[config.mk]
export PLATFORM = sky130hd
export DESIGN_NAME = bcd_updown_counter
export DESIGN_NICKNAME = d
export VERILOG_FILES = /design/src/rtl/bcd_updown_counter_pkg.sv /design/src/rtl/bcd_updown_counter_digit.sv /design/src/rtl/bcd_updown_counter.sv
export SDC_FILE = /design/constraint.sdc
export NUM_CORES = 1
export LEC_CHECK = 0
export ABC_AREA = 1
export CAP_MARGIN = 20
export CORE_MARGIN = 2
export CORE_UTILIZATION = 50
export CTS_CLUSTER_SIZE = 10
export DETAILED_ROUTE_END_ITERATION = 10
export GPL_TIMING_DRIVEN = 0
export PLACE_DENSITY = 0.79
export RECOVER_POWER = 100
export SYNTH_ARGS = -nofsm -noshare
export SYNTH_HDL_FRONTEND = slang
export SYNTH_HIERARCHICAL = 1
export SYNTH_SLANG_ARGS = --single-unit
[constraint.sdc]
create_clock -name Clk -period 5.25 [get_ports Clk]
set_input_delay 1.3125 -clock Clk [delete_from_list [all_inputs] [get_ports Clk]]
set_output_delay 1.3125 -clock Clk [all_outputs]
set_load 0.1 [all_outputs]
[src/rtl/bcd_updown_counter_pkg.sv]
// Shared definitions for the multi-digit BCD up/down counter.
//   DIGIT_W     : width of one decimal digit field
//   MAX_DIGITS  : widest supported counter, in digits
//   digit_field : extracts digit idx from a MAX_DIGITS-wide packed bus
package bcd_updown_counter_pkg;

  localparam int DIGIT_W    = 4;
  localparam int MAX_DIGITS = 8;

  function automatic logic [DIGIT_W-1:0] digit_field(
    input logic [DIGIT_W*MAX_DIGITS-1:0] bus,
    input int                            idx
  );
    return bus[idx*DIGIT_W +: DIGIT_W];
  endfunction

endpackage

[src/rtl/bcd_updown_counter_digit.sv]
// One decade digit of the cascaded counter.
//   Clk, Rst_n : clock, asynchronous active-low reset
//   Clear      : synchronous clear to 0 (highest priority)
//   Load       : synchronous load of LoadDigit, saturated to DIGIT_MAX
//   LoadDigit  : value to load
//   StepIn     : step this digit this cycle
//   Up         : 1 = increment, 0 = decrement
//   Digit      : registered digit value, 0..DIGIT_MAX
//   StepOut    : this digit rolls over on the current step (carry/borrow)
module bcd_digit
  import bcd_updown_counter_pkg::*;
#(
  parameter int DIGIT_MAX = 9
) (
  input  logic               Clk,
  input  logic               Rst_n,
  input  logic               Clear,
  input  logic               Load,
  input  logic [DIGIT_W-1:0] LoadDigit,
  input  logic               StepIn,
  input  logic               Up,
  output logic [DIGIT_W-1:0] Digit,
  output logic               StepOut
);

  localparam logic [DIGIT_W-1:0] MAX_V = DIGIT_W'(DIGIT_MAX);

  // Loaded values above the terminal digit are clamped so the digit never
  // leaves its legal range.
  function automatic logic [DIGIT_W-1:0] sat_digit(input logic [DIGIT_W-1:0] v);
    return (v > MAX_V) ? MAX_V : v;
  endfunction

  logic at_max;
  logic at_zero;

  assign at_max  = (Digit == MAX_V);
  assign at_zero = (Digit == '0);
  assign StepOut = StepIn & (Up ? at_max : at_zero);

  always_ff @(posedge Clk or negedge Rst_n) begin
    if (!Rst_n) begin
      Digit <= '0;
    end else if (Clear) begin
      Digit <= '0;
    end else if (Load) begin
      Digit <= sat_digit(LoadDigit);
    end else if (StepIn) begin
      if (Up) Digit <= at_max  ? '0    : Digit + 4'd1;
      else    Digit <= at_zero ? MAX_V : Digit - 4'd1;
    end
  end

endmodule

[src/rtl/bcd_updown_counter.sv]
// Parametrised multi-digit up/down decade counter.
//   Clk, Rst_n : clock, asynchronous active-low reset
//   ClkEnable  : count strobe, one step per cycle when high
//   Up         : 1 = increment, 0 = decrement
//   Clear      : synchronous clear to all-zero
//   Load       : synchronous load of LoadValue (digits saturated to DIGIT_MAX)
//   LoadValue  : packed digits, digit 0 in [3:0]
//   Count      : registered count, digit 0 in [3:0]
//   TermCount  : combinational, next enabled step wraps the whole counter
//   Wrap       : registered one-cycle pulse after a full wrap
module bcd_updown_counter
  import bcd_updown_counter_pkg::*;
#(
  parameter int DIGITS    = 4,
  parameter int DIGIT_MAX = 9
) (
  input  logic                      Clk,
  input  logic                      Rst_n,
  input  logic                      ClkEnable,
  input  logic                      Up,
  input  logic                      Clear,
  input  logic                      Load,
  input  logic [DIGIT_W*DIGITS-1:0] LoadValue,
  output logic [DIGIT_W*DIGITS-1:0] Count,
  output logic                      TermCount,
  output logic                      Wrap
);

  // Ripple step chain: step[k] enables digit k, step[DIGITS] means the
  // whole counter rolls over on this step.
  logic [DIGITS:0]                  step;
  logic [DIGIT_W*MAX_DIGITS-1:0]    load_bus;

  always_comb begin
    load_bus = '0;
    load_bus[DIGIT_W*DIGITS-1:0] = LoadValue;
  end

  assign step[0] = ClkEnable;

  for (genvar k = 0; k < DIGITS; k++) begin : g_digit
    bcd_digit #(
      .DIGIT_MAX (DIGIT_MAX)
    ) u_digit (
      .Clk       (Clk),
      .Rst_n     (Rst_n),
      .Clear     (Clear),
      .Load      (Load),
      .LoadDigit (digit_field(load_bus, k)),
      .StepIn    (step[k]),
      .Up        (Up),
      .Digit     (Count[k*DIGIT_W +: DIGIT_W]),
      .StepOut   (step[k+1])
    );
  end

  // Clear/Load override any step, so they must also mask the cascade output.
  assign TermCount = step[DIGITS] & ~Clear & ~Load;

  // TermCount is already zero on Clear/Load, so it is exactly the wrap event.
  always_ff @(posedge Clk or negedge Rst_n) begin
    if (!Rst_n) Wrap <= 1'b0;
    else        Wrap <= TermCount;
  end

endmodule

==> Word level (Yosys, flattened, before mapping) <==
Cells that the tools add are included.
{ "totals": {"output_inout_bits": 18, "reg_bits": 17} }
{ "classes": {"eq_ne": 4, "mux": 32, "magnitude_cmp": 4, "n_bitwise": 8, "addsub": 8, "reduce_logical": 8} }
{ "ops": {"columns": ["operator", "n"], "rows": [
  ["$mux 4", 28],
  ["$add 4x1->4 const B", 4],
  ["$eq 4x4->1 const B", 4],
  ["$gt 4x4->1 const B", 4],
  ["$logic_not 4->1", 4],
  ["$sub 4x1->4 const B", 4],
  ["$reduce_bool 3->1", 4],
  ["$and 1x1->1", 6],
  ["$mux 1", 4],
  ["$not 1->1", 2]
]} }

==> Depth between registers and ports, before layout <==
Gate-level depths: netlist (run 1).
{ "depth": {"word_depth": 8, "depth_mapped": 14} }

==> By module <==
The synthesis (run 1) kept the hierarchy.
{ "by_module_without_submodules": {"columns": ["mod", "seq_area_each_um2", "area_each_um2", "n_inst", "cells_per_inst"], "rows": [
  ["bcd_digit", 100.1, 362.8, 4, 63],
  ["bcd_updown_counter", 25.0, 38.8, 1, 4]
]} }

==> Worst setup path after synthesis (run 1) <==
Ideal clock, no wire load.
{ "synth_path": {"kind": "input to output", "start": "input ClkEnable", "end": "output TermCount", "path_slack_ns": 0.662, "required_ns": 3.938, "stages": 10, "arrival_ns": 3.275, "path_buffers": 0, "path_cell_list": "inv_1 a211oi_1 inv_1 a211oi_1 inv_1 a211oi_1 inv_1 a211oi_1 nand2_1 nor2_2"} }
{ "synth_via": {"elab_chain_cells": 6} }
{ "synth_lines": {"columns": ["element", "line_no", "source"], "rows": [
  ["start, declared", "bcd_updown_counter.sv:19", "input logic ClkEnable,"],
  ["$and 1x1->1", "bcd_updown_counter_digit.sv:39", "assign StepOut = StepIn & (Up ? at_max : at_zero);"],
  ["net step[1]", "bcd_updown_counter.sv:31", "logic [DIGITS:0] step;"],
  ["$and 1x1->1", "bcd_updown_counter_digit.sv:39", null],
  ["net step[2]", "bcd_updown_counter.sv:31", null],
  ["$and 1x1->1", "bcd_updown_counter_digit.sv:39", null],
  ["net step[3]", "bcd_updown_counter.sv:31", null],
  ["$and 1x1->1", "bcd_updown_counter_digit.sv:39", null],
  ["net step[4]", "bcd_updown_counter.sv:31", null],
  ["$and 1x1->1 (2 in a row)", "bcd_updown_counter.sv:58", "assign TermCount = step[DIGITS] & ~Clear & ~Load;"],
  ["end, declared", "bcd_updown_counter.sv:25", "output logic TermCount,"]
]} }
The timed path passes the listed nets, and every way through them passes these cells.

==> Final worst setup path (run 1) <==
{ "layout_path": {"start": "input Up", "end": "output TermCount"} }
{ "layout_via": {"elab_chain_cells": 7} }
{ "layout_lines": {"columns": ["element", "line_no", "source"], "rows": [
  ["start, declared", "bcd_updown_counter.sv:20", "input logic Up,"],
  ["$mux 1", "bcd_updown_counter_digit.sv:39", null],
  ["$and 1x1->1", "bcd_updown_counter_digit.sv:39", null],
  ["net step[1]", "bcd_updown_counter.sv:31", null],
  ["$and 1x1->1", "bcd_updown_counter_digit.sv:39", null],
  ["net step[2]", "bcd_updown_counter.sv:31", null],
  ["$and 1x1->1", "bcd_updown_counter_digit.sv:39", null],
  ["net step[3]", "bcd_updown_counter.sv:31", null],
  ["$and 1x1->1", "bcd_updown_counter_digit.sv:39", null],
  ["net step[4]", "bcd_updown_counter.sv:31", null],
  ["$and 1x1->1 (2 in a row)", "bcd_updown_counter.sv:58", null]
]} }
The timed path passes the listed nets, and every way through them passes these cells.

==> results of run 1 <==
==> routing by layer <==
layer	part of all wire (%)	wire, µm
met3	5.4	189
met2	48	1650
met4	0.95	33
met5	0	0
met1	46	1590
==> flip-flops by register name, indices dropped and copies added (netlist names) <==
| signal | count |
|---|---|
| g_digit.u_digit/Digit | 16 |
| Wrap | 1 |
==> final cells by class <==
class / instances / area (µm²)
Clock buffer: 4 / 26.3
Sequential cell: 17 / 425
Inverter: 53 / 199
Tap cell: 31 / 38.8
Multi-Input combinational cell: 186 / 843
Timing Repair Buffer: 39 / 389
Fill cell: 280 / 883
==> power by group <==
part | total (µW) | switching [µW] | internal, µW
registers | 169 | 25.8 | 144
logic | 241 | 174 | 66.7
clock network | 66.4 | 36.9 | 29.5
total | 477 | 237 | 240
==> metrics by stage <==
stage	setup slack [ns]	TNS, ns	hold WS (ns)
floorplan	0.662	0	1.02
finish	0.223	0	0.618
CTS	0.0160	0	0.625
detailed placement	-1.12	-1.12	0.601
global placement	-1.14	-1.14	0.596
global route	0.00966	0	0.651
==> logic make-up after synthesis <==
| logic type | synth area share [%] |
|---|---|
| buffers and inverters | 13.4 |
| flip-flops | 28.5 |
| AND/OR/NAND/NOR | 45.3 |
| AO/OA/AOI/OAI | 12.8 |
==> critical path, delay by kind of cell <==
kind / cells / cell delay [ns]
buf+inv: 5 / 1.14
compound gates: 5 / 1.04
simple gates: 2 / 0.21
==> synth_stat cells <==
master	instances	area (µm²)
a211oi_1	4	30.0
a21oi_1	8	40.0
a21oi_2	4	35.0
clkinv_1	4	15.0
dfrtp_1	17	425
inv_1	41	154
inv_2	8	30.0
nand2_1	97	364
nand3_1	28	140
nand3_2	4	40.0
nand4_1	8	50.1
nor2_1	8	30.0
nor2_2	5	31.3
nor3_1	4	20.0
o21ai_0	8	40.0
o21ai_1	4	20.0
o22ai_1	4	25.0
==> worst min path at each step <==
stage	from	to	slack, ns	cells after the start
after floorplan	Rst_n	Wrap$_DFF_PN0_	1.02	0
after global placement	g_digit[1].u_digit/Digit[1]$_DFFE_PN0P_	g_digit[1].u_digit/Digit[1]$_DFFE_PN0P_	0.60	2
after detailed placement	g_digit[2].u_digit/Digit[1]$_DFFE_PN0P_	g_digit[2].u_digit/Digit[1]$_DFFE_PN0P_	0.60	2
after CTS	g_digit[1].u_digit/Digit[1]$_DFFE_PN0P_	g_digit[1].u_digit/Digit[1]$_DFFE_PN0P_	0.63	2
after global routing	g_digit[1].u_digit/Digit[1]$_DFFE_PN0P_	g_digit[1].u_digit/Digit[1]$_DFFE_PN0P_	0.65	2
final	g_digit[1].u_digit/Digit[1]$_DFFE_PN0P_	g_digit[1].u_digit/Digit[1]$_DFFE_PN0P_	0.62	2
==> what timing repair did <==
| item | 4_1_cts | 5_1_grt |
|---|---|---|
| gates cloned | 0 | 0 |
| gates resized for setup | 6 | 3 |
| hold buffers | 0 | 0 |
| setup endpoints to repair | 1 | 1 |
==> metrics, run 1 <==
P&R area growth vs syn=29.0%; worst flop-to-flop path endpoint=g_digit[3].u_digit/Digit[0]$_DFFE_PN0P_; Avg Vias per Cell=approximately 5.1; reg2reg start=g_digit[0].u_digit/Digit[2]$_DFFE_PN0P_; CP endpoint kind=primary output; CP most frequent cell=a211oi_1; maximum fanout along the worst path=20; DRC errors left=4; GR peak layer=met2; Site Rows=19; Worst path slowest cell=clkdlybuf4s15_2; ANT nets after route=0; WL final=around 3.5 mm; TritonCTS Sinks=17; Clock Latency Late Sink=0.28 ns; Avg Cell Area, Syn=between 5 and 6 µm²; Clock Tree Buf Depth=2; failing checks=DRC; setup violators final=0; R2R depth=13; M2 GR Usage=a little under 40%; Max Clock Skew=0.00196 ns; routability cong.=0.879; commonest non-fill, non-tap cell in the layout=nand2_1; Finished Cell Area=between 1500 and 2000 µm²; die area=3430 µm²; Setup Buffers After CTS=0; startpoint types=input port; fmax=between 0.15 and 0.2 GHz; Worst-path clk slew=0.09 ns; met3 usage=approximately 4.6%; register bit total from synthesis=17; number of slew-limit violations in the final report=0; post-synthesis instance total=about 260; minimum clock period after layout=5.03 ns; Slowest Stage Delay on Critical Path=0.48 ns; largest net degree at the start of global routing=22; most frequent cells in the layout=nand2_1 (97), inv_1 (47), nand3_1 (32), dlygate4sd3_1 (19), clkdlybuf4s50_1 (18); CP startpoint=Up; CTS tree=done; Reg2Reg Setup Slack=2.81 ns; Syn Nets=278; final hold violations=0; layout net count=322; crit path capture=TermCount; critical path class=in2out; First DRT Iteration DRCs=between 100 and 150; Yosys cell types=17; CTS Root Cell=clkbuf_4; H-Tree Depth=1; relative slew slack=34.2%; Pwr Density=248 nW/µm²; Die Wd=58.6 µm; Remaining Overflow, GRT=0; DR WL/cell=about 11 µm; DR pass1 iterations=7; Post-Place Cell Area=1920 µm²; CTS Buf Count=3; detailed-route via count=about 1700; vias in the first global route=around 1600; critical path, cell by cell=clkdlybuf4s15_2, a21oi_2, a211oi_1, inv_1, a211oi_1, inv_1, a211oi_1, inv_1, a211oi_1, nand2_1, nor2_1, clkbuf_4; Final HPWL DP=roughly 2.7 mm; Port Buffers=39; Hold/Removal Path Class=reg2reg; die height=58.6 µm; synth warn=6; antenna diode count=0; IO Count=40; ratio of final minimum period to clock period=95.7%; first-pass GRT wire length=between 6 and 7 mm; Non-Filler Instances=330; layout cells sized above 1=5.02%; Initial Util=53.1%; Total GRT Usage=23.2%; initial antenna violation count=0; GR Util met1=31.5%; Core ar.=about 2800 µm²; dpl cells=between 300 and 400; Leak Pwr=roughly 0.0011 µW; maxcap violations=0; WP data required=between 3 and 4 ns; status=complete, but fails checks; mapped cell area=1490 µm²; Slew @ Worst Pin=0.984 ns; total chip power=between 400 and 500 µW; crit path DAT=~3.7 ns; largest vdd supply drop=0.219 mV; Core Util, Final=roughly two thirds; sequential area share after synthesis=28.5%; RSZ-0062 raised after global routing=false
Power figures use the tool's default switching activity.
==> run 2, diff against run 1 <==
GPL_ROUTABILITY_DRIVEN = 1   (was default)
==> results of run 2 <==
The final DEF is identical to that of run 1; final timing and power are the same.
